[src/rtl/reg_set_pkg.sv]
// Shared types for the register-set write path: default widths, request record, issue FSM states.
// Optional macro REG_WR_COALESCE_EN (consumed by reg_wr_buffer) merges same-address back-to-back writes.
package reg_set_pkg;

  localparam int unsigned N_DEF = 8;
  localparam int unsigned W_DEF = 3;

  typedef struct packed {
    logic [W_DEF-1:0] addr;
    logic [N_DEF-1:0] data;
  } wr_req_t;

  typedef enum logic {
    IDLE  = 1'b0,
    ISSUE = 1'b1
  } state_e;

endpackage

[src/rtl/wr_req_fifo.sv]
// Synchronous FIFO of write requests, single-cycle push/pop, exact occupancy count, tail-entry rewrite port.
// Caller guarantees no push when full and no pop when empty; no internal backpressure.
module wr_req_fifo
  import reg_set_pkg::*;
#(
  parameter int unsigned DEPTH = 4,
  parameter type T = wr_req_t,
  localparam int unsigned PW = $clog2(DEPTH),
  localparam int unsigned CW = PW + 1
) (
  input  logic          clk,
  input  logic          rst,
  input  logic          push_vld,
  input  T              push_dat,
  input  logic          pop_vld,
  input  logic          tail_wr_vld,
  input  T              tail_wr_dat,
  output T              head_dat,
  output T              tail_dat,
  output logic [CW-1:0] count
);

  logic [PW-1:0] wr_ptr_q, wr_ptr_d;
  logic [PW-1:0] rd_ptr_q, rd_ptr_d;
  logic [CW-1:0] count_q, count_d;
  logic [PW-1:0] tail_ptr;
  T              mem_q [DEPTH];
  T              mem_d [DEPTH];

  // Tail is the slot most recently written by a push.
  assign tail_ptr = wr_ptr_q - PW'(1);
  assign head_dat = mem_q[rd_ptr_q];
  assign tail_dat = mem_q[tail_ptr];
  assign count    = count_q;

  always_comb begin
    mem_d    = mem_q;
    wr_ptr_d = wr_ptr_q;
    rd_ptr_d = rd_ptr_q;
    count_d  = count_q;
    if (push_vld) begin
      mem_d[wr_ptr_q] = push_dat;
      wr_ptr_d        = wr_ptr_q + PW'(1);
    end
    if (tail_wr_vld) begin
      mem_d[tail_ptr] = tail_wr_dat;
    end
    if (pop_vld) begin
      rd_ptr_d = rd_ptr_q + PW'(1);
    end
    case ({push_vld, pop_vld})
      2'b10:   count_d = count_q + CW'(1);
      2'b01:   count_d = count_q - CW'(1);
      default: count_d = count_q;
    endcase
  end

  always_ff @(posedge clk or posedge rst) begin
    if (rst) begin
      wr_ptr_q <= '0;
      rd_ptr_q <= '0;
      count_q  <= '0;
      for (int i = 0; i < int'(DEPTH); i++) begin
        mem_q[i] <= '0;
      end
    end else begin
      wr_ptr_q <= wr_ptr_d;
      rd_ptr_q <= rd_ptr_d;
      count_q  <= count_d;
      mem_q    <= mem_d;
    end
  end

endmodule

[src/rtl/reg_wr_buffer.sv]
// Buffers (addr,data) writes and issues one per cycle to the register set; pushed at edge k -> rf_wen after k+1.
// in_ready drops only when full; rf_busy stalls issue and holds rf_wr_addr/rf_d. Macro REG_WR_COALESCE_EN merges tail writes.
module reg_wr_buffer
  import reg_set_pkg::*;
#(
  parameter int unsigned N     = N_DEF,
  parameter int unsigned w     = W_DEF,
  parameter int unsigned DEPTH = 4
) (
  input  logic                     clk,
  input  logic                     rst,
  input  logic                     in_valid,
  output logic                     in_ready,
  input  logic [w-1:0]             in_addr,
  input  logic [N-1:0]             in_data,
  input  logic                     rf_busy,
  output logic                     rf_wen,
  output logic [w-1:0]             rf_wr_addr,
  output logic [N-1:0]             rf_d,
  output logic [$clog2(DEPTH):0]   count
);

  localparam int unsigned CW = $clog2(DEPTH) + 1;

  typedef struct packed {
    logic [w-1:0] addr;
    logic [N-1:0] data;
  } req_t;

  state_e         state_q, state_d;
  logic           rf_wen_q, rf_wen_d;
  logic [w-1:0]   rf_wr_addr_q, rf_wr_addr_d;
  logic [N-1:0]   rf_d_q, rf_d_d;

  logic           push_acc;
  logic           pop;
  logic           coalesce;
  req_t           in_req;
  req_t           head_dat;
  req_t           tail_dat;
  logic [CW-1:0]  fifo_count;

  assign in_req   = '{addr: in_addr, data: in_data};
  assign in_ready = (fifo_count != CW'(DEPTH));
  assign push_acc = in_valid && in_ready;
  assign pop      = (state_q == ISSUE) && (fifo_count != '0) && !rf_busy;

`ifdef REG_WR_COALESCE_EN
  // A lone entry that is popping this cycle is already gone, so it cannot absorb the write.
  assign coalesce = push_acc && (fifo_count != '0) && (tail_dat.addr == in_addr)
                    && !(pop && (fifo_count == CW'(1)));
`else
  assign coalesce = 1'b0;
`endif

  wr_req_fifo #(
    .DEPTH (DEPTH),
    .T     (req_t)
  ) u_fifo (
    .clk         (clk),
    .rst         (rst),
    .push_vld    (push_acc && !coalesce),
    .push_dat    (in_req),
    .pop_vld     (pop),
    .tail_wr_vld (coalesce),
    .tail_wr_dat (in_req),
    .head_dat    (head_dat),
    .tail_dat    (tail_dat),
    .count       (fifo_count)
  );

  always_comb begin
    state_d = state_q;
    case (state_q)
      IDLE: begin
        if (push_acc) begin
          state_d = ISSUE;
        end
      end
      ISSUE: begin
        if (pop && (fifo_count == CW'(1)) && !push_acc) begin
          state_d = IDLE;
        end
      end
      default: state_d = IDLE;
    endcase
  end

  always_comb begin
    rf_wen_d     = pop;
    rf_wr_addr_d = rf_wr_addr_q;
    rf_d_d       = rf_d_q;
    if (pop) begin
      rf_wr_addr_d = head_dat.addr;
      rf_d_d       = head_dat.data;
    end
  end

  always_ff @(posedge clk or posedge rst) begin
    if (rst) begin
      state_q      <= IDLE;
      rf_wen_q     <= 1'b0;
      rf_wr_addr_q <= '0;
      rf_d_q       <= '0;
    end else begin
      state_q      <= state_d;
      rf_wen_q     <= rf_wen_d;
      rf_wr_addr_q <= rf_wr_addr_d;
      rf_d_q       <= rf_d_d;
    end
  end

  assign rf_wen     = rf_wen_q;
  assign rf_wr_addr = rf_wr_addr_q;
  assign rf_d       = rf_d_q;
  assign count      = fifo_count;

endmodule

[config.mk]
export PLATFORM = sky130hd
export DESIGN_NAME = reg_wr_buffer
export DESIGN_NICKNAME = d
export VERILOG_FILES = /design/src/rtl/reg_set_pkg.sv /design/src/rtl/wr_req_fifo.sv /design/src/rtl/reg_wr_buffer.sv
export SDC_FILE = /design/constraint.sdc
export NUM_CORES = 1
export LEC_CHECK = 0
export CORE_MARGIN = 4
export CORE_UTILIZATION = 50
export CTS_BUF_LIST = sky130_fd_sc_hd__clkbuf_8
export DETAILED_ROUTE_END_ITERATION = 7
export GPL_TIMING_DRIVEN = 0
export PLACE_DENSITY = 0.78
export SLEW_MARGIN = 20
export SYNTH_ARGS = -nofsm -noshare
export SYNTH_HDL_FRONTEND = slang
export SYNTH_SLANG_ARGS = --single-unit
[constraint.sdc]
create_clock -name clk -period 4.6 [get_ports clk]
set_clock_uncertainty 0.1 [all_clocks]
set_input_delay 0.46 -clock clk [delete_from_list [all_inputs] [get_ports clk]]
set_output_delay 0.46 -clock clk [all_outputs]
set_load 0.03 [all_outputs]
# [Yosys cells after proc, flatten, opt, wreduce, memory -nomap -nowiden]
# Index checks and enable logic that the tools add are counted.
# Widths: inputs -> output; s select.
[classes] n_addsub=4 magnitude_cmp=3 eq_ne=4 n_mux=10 n_bitwise=3 reduce_logical=10
[op_table] operator="$bwmux 44" count=1
[op_table] operator="$mux 11" count=3
[op_table] operator="$bmux 11 s2" count=1
[op_table] operator="$demux 11 s2" count=1
[op_table] operator="$ge 3x3->1 const B" count=2
[op_table] operator="$logic_and 1x1->1" count=6
[op_table] operator="$not 2->3" count=2
[op_table] operator="$pmux 3 s2" count=1
[op_table] operator="$add 2x1->2 const B" count=2
[op_table] operator="$add 3x1->3 const B" count=1
[op_table] operator="$eq 3x1->1 const B" count=1
[op_table] operator="$lt 3x1->1 const B" count=1
[op_table] operator="$ne 3x3->1 const B" count=1
[op_table] operator="$reduce_bool 3->1" count=1
[op_table] operator="$sub 3x1->3 const B" count=1
[op_table] operator="$eq 2x1->1 const B" count=1
[op_table] operator="$eq 2x2->1 const B" count=1
[op_table] operator="$logic_not 1->1" count=2
[op_table] operator="$mux 1" count=2
[op_table] operator="$pmux 1 s2" count=1
[op_table] operator="$reduce_bool 2->1" count=1
[op_table] operator="$not 1->1" count=1
[totals] ff_bits=64 inputBits=15 out_inout_bits=16 wordCells=49

# [Longest topological paths before layout]
[depth] word_depth=7 depth_mapped=9 mapped_depth_nobuf=8

# [Hierarchy]
# Synthesis repeated with hierarchy kept, for this count alone.
[unflattened] cells_unflattened=292 hier_area_um2=3523.4
[by_module_without_submodules] module="wr_req_fifo" instances=1 cells_each=256 area_per_inst_um2=2994.1 seq_area_each_um2=1276.2
[by_module_without_submodules] module="reg_wr_buffer" instances=1 cells_each=36 area_per_inst_um2=529.3 seq_area_each_um2=325.3

# [Worst setup path before layout]
# No wires, ideal clock.
[synth_timing] path_kind="reg-to-reg" start="register u_fifo.count_q[0] (netlist: u_fifo.count[0])" end="register u_fifo.count_q[2] (netlist: u_fifo.count[2])" setup_time_ps=141 arrival_time_ps=2092 t_required_ps=4359 setup_slack_ps=2266 path_stages_with_launch=10 n_path_buf=1 period_less_slack_ps=2334 path_cell_list="dfrtp_1 inv_1 ha_1 nor2b_1 nor3b_4 buf_6 ha_1 mux2i_1 nor2_1 xor2_1"
[synth_between] elab_chain_cells=5 word_cells_on_any_way=11 cone_classes="add/sub (2); eq/ne (3); mux (1); reduce/logical (5)"
[synth_lines] element="start: declaration" line="wr_req_fifo.sv:25" rtl="logic [CW-1:0] count_q, count_d;"
[synth_lines] element="start signal: assignment" line="wr_req_fifo.sv:69" rtl="count_q <= count_d;"
[synth_lines] element="$reduce_bool 3->1 (*)" line="reg_wr_buffer.sv:46" rtl="assign pop = (state_q == ISSUE) && (fifo_count != '0) && !rf_busy;"
[synth_lines] element="$logic_and 1x1->1 (*) (2 in a row)" line="reg_wr_buffer.sv:46"
[synth_lines] element="named net pop" line="reg_wr_buffer.sv:36" rtl="logic pop;"
[synth_lines] element="$eq 2x1->1 or $eq 2x2->1 (tied branches)" line="wr_req_fifo.sv:51" rtl="case ({push_vld, pop_vld})"
[synth_lines] element="$pmux 3 s2 or $reduce_bool 2->1 (tied branches)"
# Mark *: on every way through the listed nets, which the timed path passes. The rest lies on a longest branch.
# A chain may end at the register's enable or synchronous reset.

# [Worst setup path in the final report]
[layout_timing] start="register u_fifo.count_q[0] (netlist: u_fifo.count[0])" end="output port in_ready"
[layout_between] elab_chain_cells=1
[layout_lines] element="$ne 3x3->1" line="reg_wr_buffer.sv:44" rtl="assign in_ready = (fifo_count != CW'(DEPTH));"
[layout_lines] element="end: declaration" line="reg_wr_buffer.sv:13" rtl="output logic in_ready,"
# Every way passes these cells.

==> flow_metrics.tcl <==
set metrics [dict create \
    grt_pass1_wl_mm 8.59 \
    crit_family "buffers and inverters" \
    grt_setup_unrepaired "no" \
    ys_warn_count 0 \
    synthesis.nets 201 \
    reg2reg_from "u_fifo.count[0]" \
    startpoint "u_fifo.count[0]" \
    start_util_pct 51.8 \
    outcome "completed" \
    dieArea_um2 7020 \
    place_congestion 0.698 \
    antenna_found_initial 0 \
    final_nets 243 \
    final_cell_area_um2 3510 \
    wirelength_mm 5.04 \
    diodes 0 \
    initialDrtViolationCount 60 \
    cts_tree "built" \
    ys_seq_area_share_pct 55.8 \
    cp_cell_sequence "inv_1 > ha_1 > nand2_1 > clkdlybuf4s50_1" \
    yosysUniqueCellTypes 20 \
    first_pass_iters 4 \
    synth_edf_count 0 \
    endpoint_kind "output pin" \
    drc 0 \
    post-cts-setup-buffers 0 \
    viasPerCell 5.41 \
    hp-class "in -> async" \
    seqPwrFrac_pct 38.0 \
    grt_overflow 0 \
    grt_pass1_vias 1683 \
    h-tree-depth 3 \
    synthMuxAreaShare_pct 32.0 \
    fin_crit_sh_pct 53.3 \
    core_um2 5540 \
    cts_sinks 64 \
    worst_pin_slew_ns 0.667 \
    p_leak_nw 1.53 \
    synth-simple-area-share_pct 2.92 \
    slew_viol_final 0 \
    cap_violations 0 \
    layout_min_cycle_time_ns 2.45 \
    layout_commonest_cell "dfrtp_1" \
    synth_area_um2 2870 \
    gr-usage-all-layers_pct 16.3 \
    synth_top_family_by_area "multiplexers" \
    yosys.area_share.adder_pct 3.92 \
    numCtsBuffers 9 \
    grt_max_degree 41 \
    final_layout_size_suffix_gt1_share_pct 36.6 \
    clkSlewWorstSetupHoldPaths_ns 0.07 \
    finalSetupViolCount 0 \
    ys.flop_type "dfrtp_1" \
    finalHoldViolCount 0 \
    power.total_w 0.00267 \
    wl_per_cell_um 17.0 \
    cts_resized 0 \
    area_growth_pct 22.4 \
    cp_max_fo 5 \
    cts_buffer_depth 2 \
    p_int_w 0.00181 \
    critPathBufInv 2 \
    synth_compound_gate_area_share_pct 1.18 \
    peakVddDrop_mv 0.318 \
    p_per_area_nw_per_um2 759 \
    num_vias 1602 \
    clkPwrFrac_pct 20.6 \
    synth-xor-area-share_pct 1.83 \
    async_flop_share_pct 100 \
    worstPathRequired_ns 4.04 \
    power_frac_comb_pct 41.4 \
    avgSynthCellArea_um2 16.2 \
    synth_seq_cells 64 \
    ant_nets 0 \
    io_buffers 30 \
    fin_tns_setup_ns 0 \
    path_class "reg -> out" \
    ios 31 \
    die_height_um 83.8 \
    die_width_um 83.8 \
    fmax_mhz 408 \
    postCtsHoldBufs 0 \
    crit_path_start_kind "register" \
    power_switching_w 0.000861 \
    dpl_cell_area_um2 3280 \
    worstSkewPairLatency_ns 0.34 \
    switching_share_pct 32.3 \
    root_buffer "clkbuf_8" \
    synthCells 177 \
    hpwl_mm 3.26 \
    arrival_ns 1.89 \
    cp_slowest_cell "clkdlybuf4s50_1" \
    rows 27 \
    max_stage_delay_ns 0.67 \
    slew_headroom_pct 55.5 \
    layout_common_cells "dfrtp_1 (64), mux2_2 (55), clkdlybuf4s50_1 (30), mux4_1 (11), clkbuf_8 (10)" \
]
[power groups by stage]
| stage | Sequential (W) | Clock [W] | Combinational [W] |
|---|---|---|---|
| after global routing | 0.00105 | 0.000592 | 0.00120 |
| after floorplan | 0.00111 | 0 | 0.000703 |
| after global placement | 0.00101 | 0 | 0.00109 |
| final | 0.00101 | 0.000550 | 0.00110 |
| after CTS | 0.00101 | 0.000559 | 0.00112 |
| after detailed placement | 0.00102 | 0 | 0.00112 |
[logic make-up after synthesis]
group,Yosys count
flip-flops,64
multiplexers,67
adder cells (fa/ha/maj),9
AND/OR/NAND/NOR,14
buffers and inverters,13
XOR/XNOR,6
AO/OA/AOI/OAI,4
[registers in the layout (all words and copies together) (netlist names)]
| name | flops |
|---|---|
| rf_d | 8 |
| rf_wen | 1 |
| rf_wr_addr | 3 |
| state_q | 1 |
| u_fifo.count | 3 |
| u_fifo.mem_q | 44 |
| u_fifo.rd_ptr_q | 2 |
| u_fifo.wr_ptr_q | 2 |
[cells in the mapped netlist (2+ instances only)]
library cell	instances	share of area, %
buf_2	4	0.70
ha_1	9	3.9
nor2_1	3	0.39
xor2_1	2	0.61
xnor2_1	4	1.2
inv_1	6	0.78
mux2_2	55	22
buf_6	2	0.78
o21ai_0	2	0.35
nand2_1	7	0.92
mux4_1	11	10
dfrtp_1	64	56
[final timing paths]
path / to / slack, ns / depth (start not counted)
setup / recovery: in_ready / 2.15 / 4
max in group asynchronous: u_fifo.mem_q[43] / 3.55 / 3
min in group clk: u_fifo.mem_q[29] / 0.40 / 1
setup reg to reg: u_fifo.count[2] / 2.26 / 9
hold reg to reg: u_fifo.mem_q[29] / 0.40 / 1
hold / removal: rf_d[2] / 0.33 / 2
[metrics by stage]
step                instances  utilization, %  hold slack, ns  setup slack (ns)
floorplan                 177               -           0.370              2.27
global placement          279            58.9           0.380              1.31
detailed placement        280            59.3           0.387              2.22
CTS                       296            63.4           0.332              2.12
global route              296            63.4           0.343              2.00
finish                    296            63.4           0.332              2.15
[layout make-up]
| type | instances | area, µm² |
|---|---|---|
| Buffer | 7 | 46.3 |
| Clock buffer | 10 | 138 |
| Clock inverter | 6 | 91.3 |
| Fill cell | 447 | 2030 |
| Inverter | 6 | 25.0 |
| Multi-Input combinational cell | 100 | 1200 |
| Sequential cell | 64 | 1600 |
| Tap cell | 72 | 90.1 |
| Timing Repair Buffer | 31 | 320 |
[layer usage]
metal,GRT usage [%],part of all wire (%),up-vias
met5,0,0,-
met4,7.46,1.4,0
met3,5.82,4.5,7
met2,24.4,49,32
met1,21.4,45,829
li1,-,-,734
No activity file was read; power rests on OpenSTA's default activity.
